===== config.mk =====
export PLATFORM = sky130hd
export DESIGN_NAME = om_req_arbiter
export DESIGN_NICKNAME = d
export VERILOG_FILES = /design/src/rtl/om_req_arbiter_pkg.sv /design/src/rtl/om_elastic_buf.sv /design/src/rtl/om_rr_arbiter.sv /design/src/rtl/om_req_arbiter.sv
export SDC_FILE = /design/constraint.sdc
export NUM_CORES = 2
export LEC_CHECK = 0
export CAP_MARGIN = 5
export CORE_AREA = 2 2 721 723
export CTS_CLUSTER_DIAMETER = 100
export DETAILED_ROUTE_END_ITERATION = 8
export DIE_AREA = 0 0 723 725
export GPL_ROUTABILITY_DRIVEN = 0
export MAX_ROUTING_LAYER = met4
export PLACE_DENSITY_LB_ADDON = 0.12
export SYNTH_ARGS = -nofsm -noshare
export SYNTH_HDL_FRONTEND = slang
export SYNTH_HIERARCHICAL = 1
export SYNTH_SLANG_ARGS = --single-unit

===== constraint.sdc =====
create_clock -name clk -period 4.3 [get_ports clk]
set_input_delay 1.075 -clock clk [delete_from_list [all_inputs] [get_ports clk]]
set_output_delay 1.075 -clock clk [all_outputs]
set_load 0.005 [all_outputs]

===== src/rtl/om_req_arbiter_pkg.sv =====
// om_req_arbiter_pkg: shared OM request layout, widths and arbiter state encoding
package om_req_arbiter_pkg;
  localparam int OM_NUM_LANES = 4;
  localparam int OM_UUID_W = 44;
  localparam int OM_DIM_BITS = 11;
  localparam int OM_DEPTH_BITS = 24;
  function automatic int om_req_dataw(input int lanes, input int uuid_w, input int dim_bits, input int depth_bits);
    return uuid_w + lanes * (1 + 2 * dim_bits + 32 + depth_bits + 1);
  endfunction
  function automatic int om_tag_w(input int n);
    return n > 1 ? $clog2(n) : 1;
  endfunction
  localparam int OM_REQ_DATAW = om_req_dataw(OM_NUM_LANES, OM_UUID_W, OM_DIM_BITS, OM_DEPTH_BITS);
  typedef enum logic [1:0] {RUN, DRAIN, DRAINED} om_state_e;
  typedef struct packed {
    logic [OM_UUID_W-1:0] uuid;
    logic [OM_NUM_LANES-1:0] mask;
    logic [OM_NUM_LANES-1:0][OM_DIM_BITS-1:0] pos_x;
    logic [OM_NUM_LANES-1:0][OM_DIM_BITS-1:0] pos_y;
    logic [OM_NUM_LANES-1:0][31:0] color;
    logic [OM_NUM_LANES-1:0][OM_DEPTH_BITS-1:0] depth;
    logic [OM_NUM_LANES-1:0] face;
  } om_req_t;
endpackage


===== src/rtl/om_elastic_buf.sv =====
// om_elastic_buf: 2-entry skid buffer with registered output; full is the only back-pressure
module om_elastic_buf #(
  parameter int DATAW = 8
) (
  input  logic             clk,
  input  logic             reset,
  input  logic             push,
  input  logic [DATAW-1:0] din,
  output logic             full,
  input  logic             ready,
  output logic             valid,
  output logic [DATAW-1:0] dout
);
  logic             skid_v;
  logic [DATAW-1:0] skid_q;
  assign full = skid_v;
  // head register feeds the output; skid slot holds the entry that arrived while the head stalled
  always_ff @(posedge clk or negedge reset) begin
    if (!reset) begin
      valid <= 1'b0;
      skid_v <= 1'b0;
      dout <= '0;
      skid_q <= '0;
    end else if (valid && ready) begin
      if (skid_v) begin
        dout <= skid_q;
        skid_v <= 1'b0;
      end else begin
        valid <= push;
        if (push) dout <= din;
      end
    end else if (push) begin
      if (valid) begin
        skid_q <= din;
        skid_v <= 1'b1;
      end else begin
        dout <= din;
        valid <= 1'b1;
      end
    end
  end
endmodule


===== src/rtl/om_rr_arbiter.sv =====
// om_rr_arbiter: combinational round-robin pick of the first valid index at or after ptr
module om_rr_arbiter import om_req_arbiter_pkg::*; #(
  parameter int NUM_REQS = 4,
  localparam int TAG_W = om_tag_w(NUM_REQS)
) (
  input  logic [NUM_REQS-1:0] valid,
  input  logic [TAG_W-1:0]    ptr,
  output logic [TAG_W-1:0]    grant,
  output logic [NUM_REQS-1:0] grant_oh,
  output logic                any_valid
);
  logic [TAG_W-1:0] idx;
  // scan from the farthest offset down so the nearest valid index after ptr wins
  always_comb begin
    grant = '0;
    idx = '0;
    for (int k = NUM_REQS - 1; k >= 0; k--) begin
      idx = TAG_W'((int'(ptr) + k) % NUM_REQS);
      grant = valid[idx] ? idx : grant;
    end
  end
  assign any_valid = |valid;
  assign grant_oh = any_valid ? NUM_REQS'(1) << grant : '0;
endmodule


===== src/rtl/om_req_arbiter.sv =====
// om_req_arbiter: round-robin merge of per-core OM request buses onto one tagged OM bus with drain handshake
module om_req_arbiter import om_req_arbiter_pkg::*; #(
  parameter int NUM_REQS = 4,
  parameter int NUM_LANES = OM_NUM_LANES,
  parameter int UUID_W = OM_UUID_W,
  parameter int DIM_BITS = OM_DIM_BITS,
  parameter int DEPTH_BITS = OM_DEPTH_BITS,
  localparam int REQ_DATAW = om_req_dataw(NUM_LANES, UUID_W, DIM_BITS, DEPTH_BITS),
  localparam int TAG_W = om_tag_w(NUM_REQS)
) (
  input  logic                          clk,
  input  logic                          reset,
  input  logic [NUM_REQS-1:0]           req_valid_in,
  input  logic [NUM_REQS*REQ_DATAW-1:0] req_data_in,
  output logic [NUM_REQS-1:0]           req_ready_in,
  output logic                          req_valid_out,
  output logic [REQ_DATAW-1:0]          req_data_out,
  output logic [TAG_W-1:0]              req_tag_out,
  input  logic                          req_ready_out,
  input  logic                          drain_req,
  output logic                          drain_ack,
  output logic [31:0]                   perf_stalls
);
  om_state_e                    state;
  logic [TAG_W-1:0]             rr_ptr;
  logic [TAG_W-1:0]             grant;
  logic [NUM_REQS-1:0]          grant_oh;
  logic                         any_valid;
  logic                         full;
  logic                         accept;
  logic [REQ_DATAW-1:0]         sel_data;
  logic [TAG_W+REQ_DATAW-1:0]   buf_q;
  om_rr_arbiter #(.NUM_REQS(NUM_REQS)) u_rr (
    .valid(req_valid_in),
    .ptr(rr_ptr),
    .grant(grant),
    .grant_oh(grant_oh),
    .any_valid(any_valid)
  );
  assign accept = reset && state == RUN && !full && any_valid;
  assign req_ready_in = accept ? grant_oh : '0;
  // route the granted agent's payload to the buffer input
  always_comb begin
    sel_data = '0;
    for (int i = 0; i < NUM_REQS; i++)
      sel_data = grant == TAG_W'(i) ? req_data_in[i*REQ_DATAW +: REQ_DATAW] : sel_data;
  end
  om_elastic_buf #(.DATAW(TAG_W + REQ_DATAW)) u_buf (
    .clk(clk),
    .reset(reset),
    .push(accept),
    .din({grant, sel_data}),
    .full(full),
    .ready(req_ready_out),
    .valid(req_valid_out),
    .dout(buf_q)
  );
  assign {req_tag_out, req_data_out} = buf_q;
  // pointer moves just past the winner on every accept
  always_ff @(posedge clk or negedge reset) begin
    if (!reset) rr_ptr <= '0;
    else if (accept) rr_ptr <= grant == TAG_W'(NUM_REQS - 1) ? '0 : grant + 1'b1;
  end
  // drain handshake: stop accepting, wait for the buffer to empty, then hold acknowledged
  always_ff @(posedge clk or negedge reset) begin
    if (!reset) begin
      state <= RUN;
      drain_ack <= 1'b0;
    end else begin
      case (state)
        RUN: if (drain_req) state <= DRAIN;
        DRAIN: begin
          if (!drain_req) state <= RUN;
          else if (!req_valid_out) begin
            state <= DRAINED;
            drain_ack <= 1'b1;
          end
        end
        DRAINED: begin
          if (!drain_req) begin
            state <= RUN;
            drain_ack <= 1'b0;
          end
        end
        default: state <= RUN;
      endcase
    end
  end
  // count cycles where some agent is waiting but nothing is taken
  always_ff @(posedge clk or negedge reset) begin
    if (!reset) perf_stalls <= '0;
    else if (any_valid && !accept) perf_stalls <= perf_stalls + 32'd1;
  end
endmodule


==> flow_summary.json <==
{
  "status": "finished, violations left",
  "violations": "negative setup slack",
  "grt_pass1_vias": 55247,
  "critical_path_arrival_ps": 5040,
  "p_leak_nw": 31.7,
  "synth_cell_type_count": 51,
  "crit_path_max_fanout": 33,
  "clock_sinks": 771,
  "synth_top_area_cell": "dfrtp_1",
  "cts_root_buffer": "clkbuf_16",
  "fillers": 57872,
  "die_y_um": 725,
  "layout_setup_ws_ps": -5.22,
  "maxCapViolCount": 0,
  "postLayoutCellArea_um2": 84100,
  "grt_setup_unrepaired": "true",
  "dpl_worst_slack_ps": -1260,
  "cts.path.max_buffers": 4,
  "dr_total_vias": 53863,
  "dr.pass1.iters": 8,
  "grt_start_max_net_pins": 116,
  "portBuffers": 1867,
  "finalPower_mw": 61.1,
  "synth-edff-count": 0,
  "cts_buffers": 118,
  "wl_um": 408000,
  "synthTopCellsByArea": "dfrtp_1 (40%), mux2_2 (7.7%), a222oi_1 (7.6%)",
  "vdd_ir_drop_max_mv": 0.357,
  "setup_viol": 1,
  "initialDrtViolationCount": 4522,
  "synthArstFlopShare_pct": 100,
  "die_area_um2": 524000,
  "worst_pin_slew_ps": 1170,
  "relSlewSlack_pct": 22.0,
  "skew_ps": 62.8,
  "ys_seq_area_share_pct": 40.1,
  "core_um2": 516000,
  "critPathRequiredTime_ps": 5030,
  "maxUsedRoutingLayer": "met4",
  "ys_warn_count": 6,
  "hp-class": "in -> async",
  "critPathCaptureType": "register",
  "die_x_um": 723,
  "ios": 1868,
  "clk_pin_slew_ps": 60,
  "post_drt_wl_per_cell_um": 28.5,
  "synth.top_cell.area_share_pct": 40.1,
  "drt-met1-wl_um": 159000,
  "htree_levels": 3,
  "nNetsFinal": 8729,
  "wl_met3_um": 21600,
  "drive_gt1_share_pct": 18.5,
  "antenna_found_initial": 96,
  "maxSlewViolCount": 0,
  "syn-cell-area_um2": 48100,
  "clock_latency_ps": 880,
  "route.met2.wl_um": 218000,
  "rows": 264,
  "grt_overflow_total": 0,
  "ys.flop_type": "dfrtp_1",
  "drc_errors": 0,
  "grt_util_all_layers_pct": 15.2,
  "period_share_pct": 100,
  "synthCells": 5160,
  "postRouteAntennaNets": 0,
  "syn-num-nets": 6629,
  "grt_pass1_wl_um": 534000,
  "finalHoldViolations": 0,
  "rr_worst_depth": 17,
  "worst-setup-path-type": "in -> reg",
  "power_density_nw_per_um2": 727,
  "avgSynthCellArea_um2": 9.33,
  "fmax_mhz": 232,
  "layout_min_cycle_time_ps": 4310,
  "fin_tns_setup_ps": -5.22,
  "start_util_pct": 9.33,
  "hpwl_um": 326000,
  "synth_seq_cells": 771,
  "viasPerCell": 3.77,
  "cp-start-kind": "input pin",
  "postPlaceCellArea_um2": 79300,
  "syn_to_final_growth_pct": 74.7,
  "cts_tree": "built"
}
## cell type report
| class | count | area (µm²) | area share, % |
|---|---|---|---|
| tap | 6916 | 8650 | 10.3 |
| antenna | 20 | 50.0 | 0.0595 |
| sequential | 771 | 19300 | 23.0 |
| multi-input combinational | 3437 | 25600 | 30.5 |
| inverter | 378 | 1430 | 1.71 |
| timing repair buffer | 2554 | 25100 | 29.9 |
| clock buffer | 179 | 3500 | 4.17 |
| clock inverter | 36 | 384 | 0.457 |
## registers in the layout, summed over array words and instances, names as in the netlist
signal / count
u_buf/valid: 1
u_buf/dout: 366
u_buf/skid_q: 366
u_buf/full: 1
perf_stalls: 32
state: 2
drain_ack: 1
rr_ptr: 2
## synth_stat cells (2+ instances only)
master    instances
nand2b_1        370
buf_2           191
and2_1            2
mux2_2          331
a21oi_1           9
o31ai_1         364
mux2_1           37
nor2_1           13
inv_1           376
nand2_1         378
nand3_1          14
nor2b_1         364
and3_1            7
nor2b_2           2
nor3_2            3
clkbuf_1        331
nand3b_1          2
a221oi_1        363
nor3_1            3
o22ai_1         365
buf_4            37
xor2_1            2
buf_6             5
o21ai_1           3
nand4_1          18
buf_1             9
inv_2             2
o21ai_0         369
xnor2_1          29
ha_1              5
dfrtp_1         771
a222oi_1        366
## layer usage
metal / up-vias / GRT usage [%]
li1: 23943 / -
met1: 27503 / 17.1
met2: 2072 / 28.4
met3: 345 / 2.43
met4: 0 / 2.88
met5: - / -
## where the power goes
group | switching (mW) | leakage [nW] | internal [mW]
clock network | 4.13 | 1.89 | 5.79
logic | 20.9 | 20.0 | 16.9
registers | 2.72 | 9.75 | 10.7
total | 27.7 | 31.7 | 33.4
## critical path: stages
cell	delay [ps]
clkdlybuf4s50_1	490
buf_4	170
nor2_2	70
a2111oi_4	410
nor2_4	90
buf_4	180
buf_4	140
ha_4	220
buf_12	180
buf_4	340
nor2b_1	240
o31ai_2	490
buf_4	200
nand2b_1	110
o22ai_1	80
a222oi_1	360
## timing repair
action	in CTS	in global routing
endpoints found under the setup margin	141	205
hold endpoints to repair	5	0
buffers inserted	2	0
cloned	1	2
hold buffers	2	0
pin swaps	1	7
gates resized for setup	51	94
## cells in the final DEF (no fill, tap or decap), drive strengths merged, types with 2 or more instances in the layout
cell           count
clkdlybuf4s50   1864
dfrtp            771
buf              685
inv              383
nand2            379
o21ai            372
nand2b           370
mux2             368
a222oi           366
o22ai            366
nor2b            366
a221oi           364
o31ai            364
clkbuf           181
xnor2             29
diode             20
clkinv            20
nand4             19
nand3             15
nor2              14
a21oi              9
clkinvlp           8
and3               7
nor3               6
ha                 5
bufinv             3
nand3b             2
and2               2
xor2               2
dlygate4sd3        2
## worst paths after layout
kind                            startpoint               to  slack [ps]
min in group clk           perf_stalls[31]  perf_stalls[31]         480
hold / removal                       reset      u_buf/valid         380
max in group asynchronous            reset   u_buf/dout[66]        2340
setup / recovery           req_valid_in[1]  u_buf/dout[237]          -5
setup reg to reg                 rr_ptr[1]  u_buf/dout[161]         160
hold reg to reg            perf_stalls[31]  perf_stalls[31]         480
## cell families (layout without fill, tap and decap cells)
kind of cell,Yosys count,in the layout,share of synthesized area (%)
simple gates,1183,1183,13.4
buf+inv,952,3147,8.31
compound gates,1849,1849,28.8
other cells,0,20,0
flops,771,771,40.1
xor+xnor,31,31,0.564
mux,369,369,8.63
fa+ha+maj,5,5,0.130
## per-stage QoR
step,hold WS (ps),util [%],cells
2_1_floorplan,465,-,5160
3_3_place_gp,469,15.4,14049
3_5_place_dp,471,15.4,14049
4_1_cts,338,16.2,14269
5_1_grt,391,16.3,14285
6_report,383,16.3,14291
Note: power is estimated with default switching activity, not from simulation.
